### src/rtl/spo2_sequencer.sv
// SpO2 computation sequencer: gathers IR (led1) and RED (led2) channel
// results, launches the final SpO2 computation, supervises it with a
// timeout, range-checks and clamps the result, and presents it.
// Optional feature macro: SPO2_AVG_EN -- when defined, spo2_out is the
// 4-entry moving average of accepted results instead of the raw result.
module spo2_sequencer #(
  parameter int unsigned TIMEOUT_CYCLES = 64,
  parameter int unsigned MIN_SPO2       = 70,
  parameter int unsigned MAX_SPO2       = 100
) (
  input  logic        clk,
  input  logic        reset_n,
  input  logic        enable,
  input  logic        led1_dv,
  input  logic [23:0] led1_ac,
  input  logic [23:0] led1_dc,
  input  logic        led2_dv,
  input  logic [23:0] led2_ac,
  input  logic [23:0] led2_dc,
  output logic        comp_dv,
  output logic [23:0] comp_led1_ac,
  output logic [23:0] comp_led1_dc,
  output logic [23:0] comp_led2_ac,
  output logic [23:0] comp_led2_dc,
  input  logic        comp_done,
  input  logic [23:0] comp_spo2,
  output logic [23:0] spo2_out,
  output logic        spo2_valid,
  output logic        busy,
  output logic        err_timeout,
  output logic        err_range,
  output logic        drop
);

  localparam int unsigned CntW = $clog2(TIMEOUT_CYCLES + 1);
  localparam logic [CntW-1:0] CntLast = CntW'(TIMEOUT_CYCLES - 1);
  localparam logic [23:0] MinVal = 24'(MIN_SPO2);
  localparam logic [23:0] MaxVal = 24'(MAX_SPO2);

  typedef enum logic [2:0] {
    S_COLLECT, S_LAUNCH, S_WAIT, S_CHECK, S_OUTPUT
  } state_e;

  state_e          state_q, state_d;
  logic            got1_q, got1_d, got2_q, got2_d;
  logic [23:0]     led1Ac_q, led1Ac_d, led1Dc_q, led1Dc_d;
  logic [23:0]     led2Ac_q, led2Ac_d, led2Dc_q, led2Dc_d;
  logic [23:0]     compA1_q, compA1_d, compD1_q, compD1_d;
  logic [23:0]     compA2_q, compA2_d, compD2_q, compD2_d;
  logic [CntW-1:0] cnt_q, cnt_d;
  logic [23:0]     result_q, result_d;
  logic [23:0]     spo2_q, spo2_d;
  logic            errRange_q, errRange_d, errTimeout_q, errTimeout_d;
  logic            drop_q, drop_d;
  logic            accept;
  logic [23:0]     clamped;

  // Next-state logic: operand collection, launch decision, timeout supervision, result check
  always_comb begin
    state_d      = state_q;
    got1_d       = got1_q;
    got2_d       = got2_q;
    led1Ac_d     = led1Ac_q;
    led1Dc_d     = led1Dc_q;
    led2Ac_d     = led2Ac_q;
    led2Dc_d     = led2Dc_q;
    compA1_d     = compA1_q;
    compD1_d     = compD1_q;
    compA2_d     = compA2_q;
    compD2_d     = compD2_q;
    cnt_d        = cnt_q;
    result_d     = result_q;
    errRange_d   = 1'b0;
    errTimeout_d = 1'b0;
    accept       = 1'b0;
    clamped      = (result_q > MaxVal) ? MaxVal : result_q;
    drop_d       = (state_q != S_COLLECT) && (led1_dv || led2_dv);
    unique case (state_q)
      S_COLLECT: begin
        if (led1_dv) begin
          got1_d   = 1'b1;
          led1Ac_d = led1_ac;
          led1Dc_d = led1_dc;
        end
        if (led2_dv) begin
          got2_d   = 1'b1;
          led2Ac_d = led2_ac;
          led2Dc_d = led2_dc;
        end
        // Decision uses this cycle's strobes so launch follows the second operand by one cycle.
        if (got1_d && got2_d && enable) begin
          got1_d = 1'b0;
          got2_d = 1'b0;
          if (led1Dc_d == 24'd0 || led2Dc_d == 24'd0) begin
            errRange_d = 1'b1;
          end else begin
            state_d  = S_LAUNCH;
            compA1_d = led1Ac_d;
            compD1_d = led1Dc_d;
            compA2_d = led2Ac_d;
            compD2_d = led2Dc_d;
          end
        end
      end
      S_LAUNCH: begin
        cnt_d   = '0;
        state_d = S_WAIT;
      end
      S_WAIT: begin
        if (comp_done) begin
          result_d = comp_spo2;
          state_d  = S_CHECK;
        end else if (cnt_q == CntLast) begin
          errTimeout_d = 1'b1;
          state_d      = S_COLLECT;
        end else begin
          cnt_d = cnt_q + CntW'(1);
        end
      end
      S_CHECK: begin
        if (result_q < MinVal) begin
          errRange_d = 1'b1;
          state_d    = S_COLLECT;
        end else begin
          accept  = 1'b1;
          state_d = S_OUTPUT;
        end
      end
      S_OUTPUT: begin
        state_d = S_COLLECT;
      end
      default: state_d = S_COLLECT;
    endcase
  end

`ifdef SPO2_AVG_EN
  logic [3:0][23:0] hist_q, hist_d;
  logic             primed_q, primed_d;
  logic [25:0]      sum;

  // Moving average: the first accepted result seeds every history slot
  always_comb begin
    hist_d   = hist_q;
    primed_d = primed_q;
    spo2_d   = spo2_q;
    sum      = '0;
    if (accept) begin
      if (!primed_q) begin
        hist_d   = {4{clamped}};
        primed_d = 1'b1;
      end else begin
        hist_d = {clamped, hist_q[3], hist_q[2], hist_q[1]};
      end
      sum    = 26'(hist_d[0]) + 26'(hist_d[1]) + 26'(hist_d[2]) + 26'(hist_d[3]);
      spo2_d = sum[25:2];
    end
  end

  // Averaging history registers
  always_ff @(posedge clk) begin
    if (!reset_n) begin
      hist_q   <= '0;
      primed_q <= 1'b0;
    end else begin
      hist_q   <= hist_d;
      primed_q <= primed_d;
    end
  end
`else
  // Accepted result goes straight to the output register
  always_comb begin
    spo2_d = accept ? clamped : spo2_q;
  end
`endif

  // State and datapath registers
  always_ff @(posedge clk) begin
    if (!reset_n) begin
      state_q      <= S_COLLECT;
      got1_q       <= 1'b0;
      got2_q       <= 1'b0;
      led1Ac_q     <= '0;
      led1Dc_q     <= '0;
      led2Ac_q     <= '0;
      led2Dc_q     <= '0;
      compA1_q     <= '0;
      compD1_q     <= '0;
      compA2_q     <= '0;
      compD2_q     <= '0;
      cnt_q        <= '0;
      result_q     <= '0;
      spo2_q       <= '0;
      errRange_q   <= 1'b0;
      errTimeout_q <= 1'b0;
      drop_q       <= 1'b0;
    end else begin
      state_q      <= state_d;
      got1_q       <= got1_d;
      got2_q       <= got2_d;
      led1Ac_q     <= led1Ac_d;
      led1Dc_q     <= led1Dc_d;
      led2Ac_q     <= led2Ac_d;
      led2Dc_q     <= led2Dc_d;
      compA1_q     <= compA1_d;
      compD1_q     <= compD1_d;
      compA2_q     <= compA2_d;
      compD2_q     <= compD2_d;
      cnt_q        <= cnt_d;
      result_q     <= result_d;
      spo2_q       <= spo2_d;
      errRange_q   <= errRange_d;
      errTimeout_q <= errTimeout_d;
      drop_q       <= drop_d;
    end
  end

  assign comp_dv      = (state_q == S_LAUNCH);
  assign spo2_valid   = (state_q == S_OUTPUT);
  assign busy         = (state_q != S_COLLECT);
  assign comp_led1_ac = compA1_q;
  assign comp_led1_dc = compD1_q;
  assign comp_led2_ac = compA2_q;
  assign comp_led2_dc = compD2_q;
  assign spo2_out     = spo2_q;
  assign err_timeout  = errTimeout_q;
  assign err_range    = errRange_q;
  assign drop         = drop_q;

endmodule

### config.mk
export PLATFORM = sky130hd
export DESIGN_NAME = spo2_sequencer
export DESIGN_NICKNAME = d
export VERILOG_FILES = /design/src/rtl/spo2_sequencer.sv
export SDC_FILE = /design/constraint.sdc
export NUM_CORES = 1
export LEC_CHECK = 0
export BUFFER_PORTS_ARGS = -buffer_cell sky130_fd_sc_hd__buf_2
export CAP_MARGIN = 20
export CORE_MARGIN = 4
export CORE_UTILIZATION = 53
export DETAILED_ROUTE_END_ITERATION = 16
export PLACE_DENSITY = 0.88
export SLEW_MARGIN = 10
export SYNTH_ARGS = -nofsm -noshare
export SYNTH_HDL_FRONTEND = slang
export SYNTH_SLANG_ARGS = --single-unit
### constraint.sdc
create_clock -name clk -period 2.1 [get_ports clk]
set_input_delay 0.42 -clock clk [delete_from_list [all_inputs] [get_ports clk]]
set_output_delay 0.42 -clock clk [all_outputs]
set_load 0.005 [all_outputs]
==> metrics <==
Rel. slew slack 0.576; I/O pin total ~250; syn_nets roughly 1300; Leak 5.81 nW; largest net degree at the start of global routing 90; WL/cell about 17 um; Worst Tran Pin Value between 0.6 and 0.7 ns; syn avg cell area between 9 and 10 um2; initial antenna violation count 0; Die Ht approximately 150 um; synthesis-to-finish area growth 28.7%; CP Launch Type flop; CP Capture Type output port; Seq/Total Area, Yosys 0.491; maximum vdd drop ~740 uV; fin. max-slew vios 0; layout cells sized above 1 0.327; global route overflow 0; non-filler instance count after layout 1684; met1 wire length about 11 mm; via count roughly 9400; Final Setup Violations 0; Post-CTS Hold Buffers 0; CP Cell Sequence buf_4 > or3b_4 > inv_1 > buf_2; Hold Path Depth 3; Cell Rows 50; CP Class reg2out; mapped cell area between 10000 and 15000 um2; Initial Utilization 0.547; IO Port Bufs approximately 250; CTS Sinks approximately 260; register bit total from synthesis 255; Primary FF master, synth dfxtp_1; number of global-route vias before repair between 9000 and 10000; Via density approximately 5.6; Initial DRT Pass Iterations 5; slowest CP cell or3b_4; Tcrit/Tclk final 0.968; crit-path max FO 5; Clock Pin Slew Worst Setup and Hold Paths 0.07 ns; RSZ-0062 raised after global routing yes; final worst path period need between 2 and 2.5 ns; FF-to-FF setup slack approximately 0.13 ns; status finished, final reports clean; first-pass GRT wire length between 40 and 50 mm; met2 WL 14.3 mm; die footprint ~22000 um2; clk buf depth 3; worst r2r path cells 9; Clock Latency Late Sink ~0.52 ns; number of buffers created by CTS 26; min-delay worst type in2reg; Async SR Flop Fraction 0; Die X about 150 um; cell area power density 930 nW/um2; Root Driver clkbuf_16; Total Routed Length about 29 mm; Fmax 492 MHz; Cells after Synth around 1100; Synth cell types 43; EDFF count, synth 0; DP Cell Count roughly 1600; final HPWL from detailed placement between 15 and 20 mm; clk_skew around 0.013 ns; Std-Cell Core Area 19000 um2; drt drc 0; CTS tree yes; Antenna Cells 0; Final nets around 1500; Synth Warn # 0; total power between 0.01 and 0.015 W; WHS around 0.14 ns; Routed Antenna Nets 0; Fin. Hold Viols 0; H-tree levels 1; GP Congestion roughly 0.86; Initial DRC Count between 500 and 600; Worst Path Required between 1.5 and 2 ns; routed wl met3 roughly 1.9 mm; arrival time worst endpoint between 1.5 and 2 ns; GRT Total Usage 0.246; max_cap viols 0; CP peak stage delay 0.43 ns; top sig layer met4
## where the power goes
| part | switching [W] | internal, W | total [W] | leakage [nW] |
|---|---|---|---|---|
| clock network | 0.00192 | 0.00327 | 0.00518 | 0.482 |
| logic | 0.00107 | 0.000808 | 0.00187 | 3.25 |
| registers | 0.000210 | 0.00517 | 0.00538 | 2.09 |
## flip-flops by register name, summed over array words and instances (netlist names), 7 cells and up
signal	flops
comp_led1_ac	24
comp_led1_dc	24
comp_led2_ac	24
comp_led2_dc	24
led1Ac_q	24
led1Dc_q	24
led2Ac_q	24
led2Dc_q	24
result_q	24
spo2_out	24
cnt_q	7
## layout make-up
class / count / area, um2
clock inverter: 12 / 221
fill: 1401 / 5630
multi-input combinational: 791 / 4900
tap: 260 / 325
clock buffer: 35 / 756
inverter: 7 / 33.8
sequential: 255 / 5110
timing repair buffer: 324 / 2040
## per-layer routing
layer,track usage,vias up
met3,0.0457,95
met1,0.301,4447
met4,0.104,0
li1,-,4477
met2,0.425,385
met5,0,-
## critical path: cells and delay by family (launching register included)
kind,cells,cell delay [ns]
AND/OR/NAND/NOR,1,0.43
flip-flops,1,0.33
buffers and inverters,3,0.33
## placed cells by master, fill, tap and decap left out, types with 3 or more instances in the layout
cell type	Yosys	routed
nand3_1	6	6
a211oi_2	80	83
nand2_1	250	250
clkbuf_16	0	29
inv_6	0	3
nand3b_1	3	3
nor3_1	11	10
buf_4	16	56
bufinv_16	0	6
nor4_1	19	16
o21ai_0	5	4
mux2i_1	96	96
nor2_1	120	120
and3_1	18	18
nor4_2	0	3
a22oi_1	9	9
buf_16	0	3
inv_1	6	6
clkbuf_1	59	3
xor2_1	4	4
clkbuf_8	0	5
a21oi_1	122	122
a211oi_1	18	15
clkinv_2	0	3
dfxtp_1	255	253
buf_12	0	10
buf_2	14	251
nand4_1	4	4
## worst paths after layout
kind                      start               to
setup / recovery     state_q[1]          comp_dv
hold / removal    comp_spo2[12]     result_q[12]
setup reg to reg    led2Dc_q[2]  comp_led1_ac[6]
hold reg to reg     spo2_out[6]      spo2_out[6]
## cell families after synthesis
| kind of cell | Yosys count | share of synthesized area |
|---|---|---|
| DFF | 255 | 0.491 |
| buffers and inverters | 98 | 0.0428 |
| and+or+nand+nor | 445 | 0.180 |
| AOI/OAI and AO/OA | 244 | 0.188 |
| muxes | 97 | 0.0935 |
| adders and majority gates | 1 | 0.00120 |
| xor gates and xnor gates | 4 | 0.00337 |
## metrics by stage
step	setup slack (ns)	cell area [um2]	setup TNS, ns	utilization
after floorplan	0.171	10400	0	-
after global placement	-0.213	12200	-16.33	0.643
after detailed placement	-0.298	12200	-23.85	0.643
after CTS	0.00237	13300	0	0.698
after global routing	-0.0185	13400	-0.0185	0.704
final	0.0663	13400	0	0.704
## timing repair
action / CTS / global route
pin swaps: 1 / 2
cloned: 1 / 2
buffers inserted: 2 / 1
resized for setup: 3 / 14
hold endpoints to repair: 0 / 0
endpoints found under the setup margin: 29 / 116
## cells in the mapped netlist (2+ instances only)
master	count	area share
and3_1	18	0.011
a211oi_2	80	0.096
a22oi_1	9	0.0065
a211oi_1	18	0.013
nor4b_1	2	0.0017
nor4_1	19	0.011
mux2i_1	96	0.092
nor3b_1	2	0.0014
nand4b_1	2	0.0017
nor3_1	11	0.0053
o21ai_0	5	0.0024
dfxtp_1	255	0.49
buf_4	16	0.012
nand3b_1	3	0.0022
a21oi_1	122	0.059
nor2_1	120	0.043
xor2_1	4	0.0034
clkbuf_1	59	0.021
and2_1	3	0.0018
inv_1	6	0.0022
nand4_1	4	0.0024
nand3_1	6	0.0029
buf_2	14	0.0067
nand2_1	250	0.090
buf_1	2	0.00072
No activity file was read; power rests on OpenSTA's default activity.
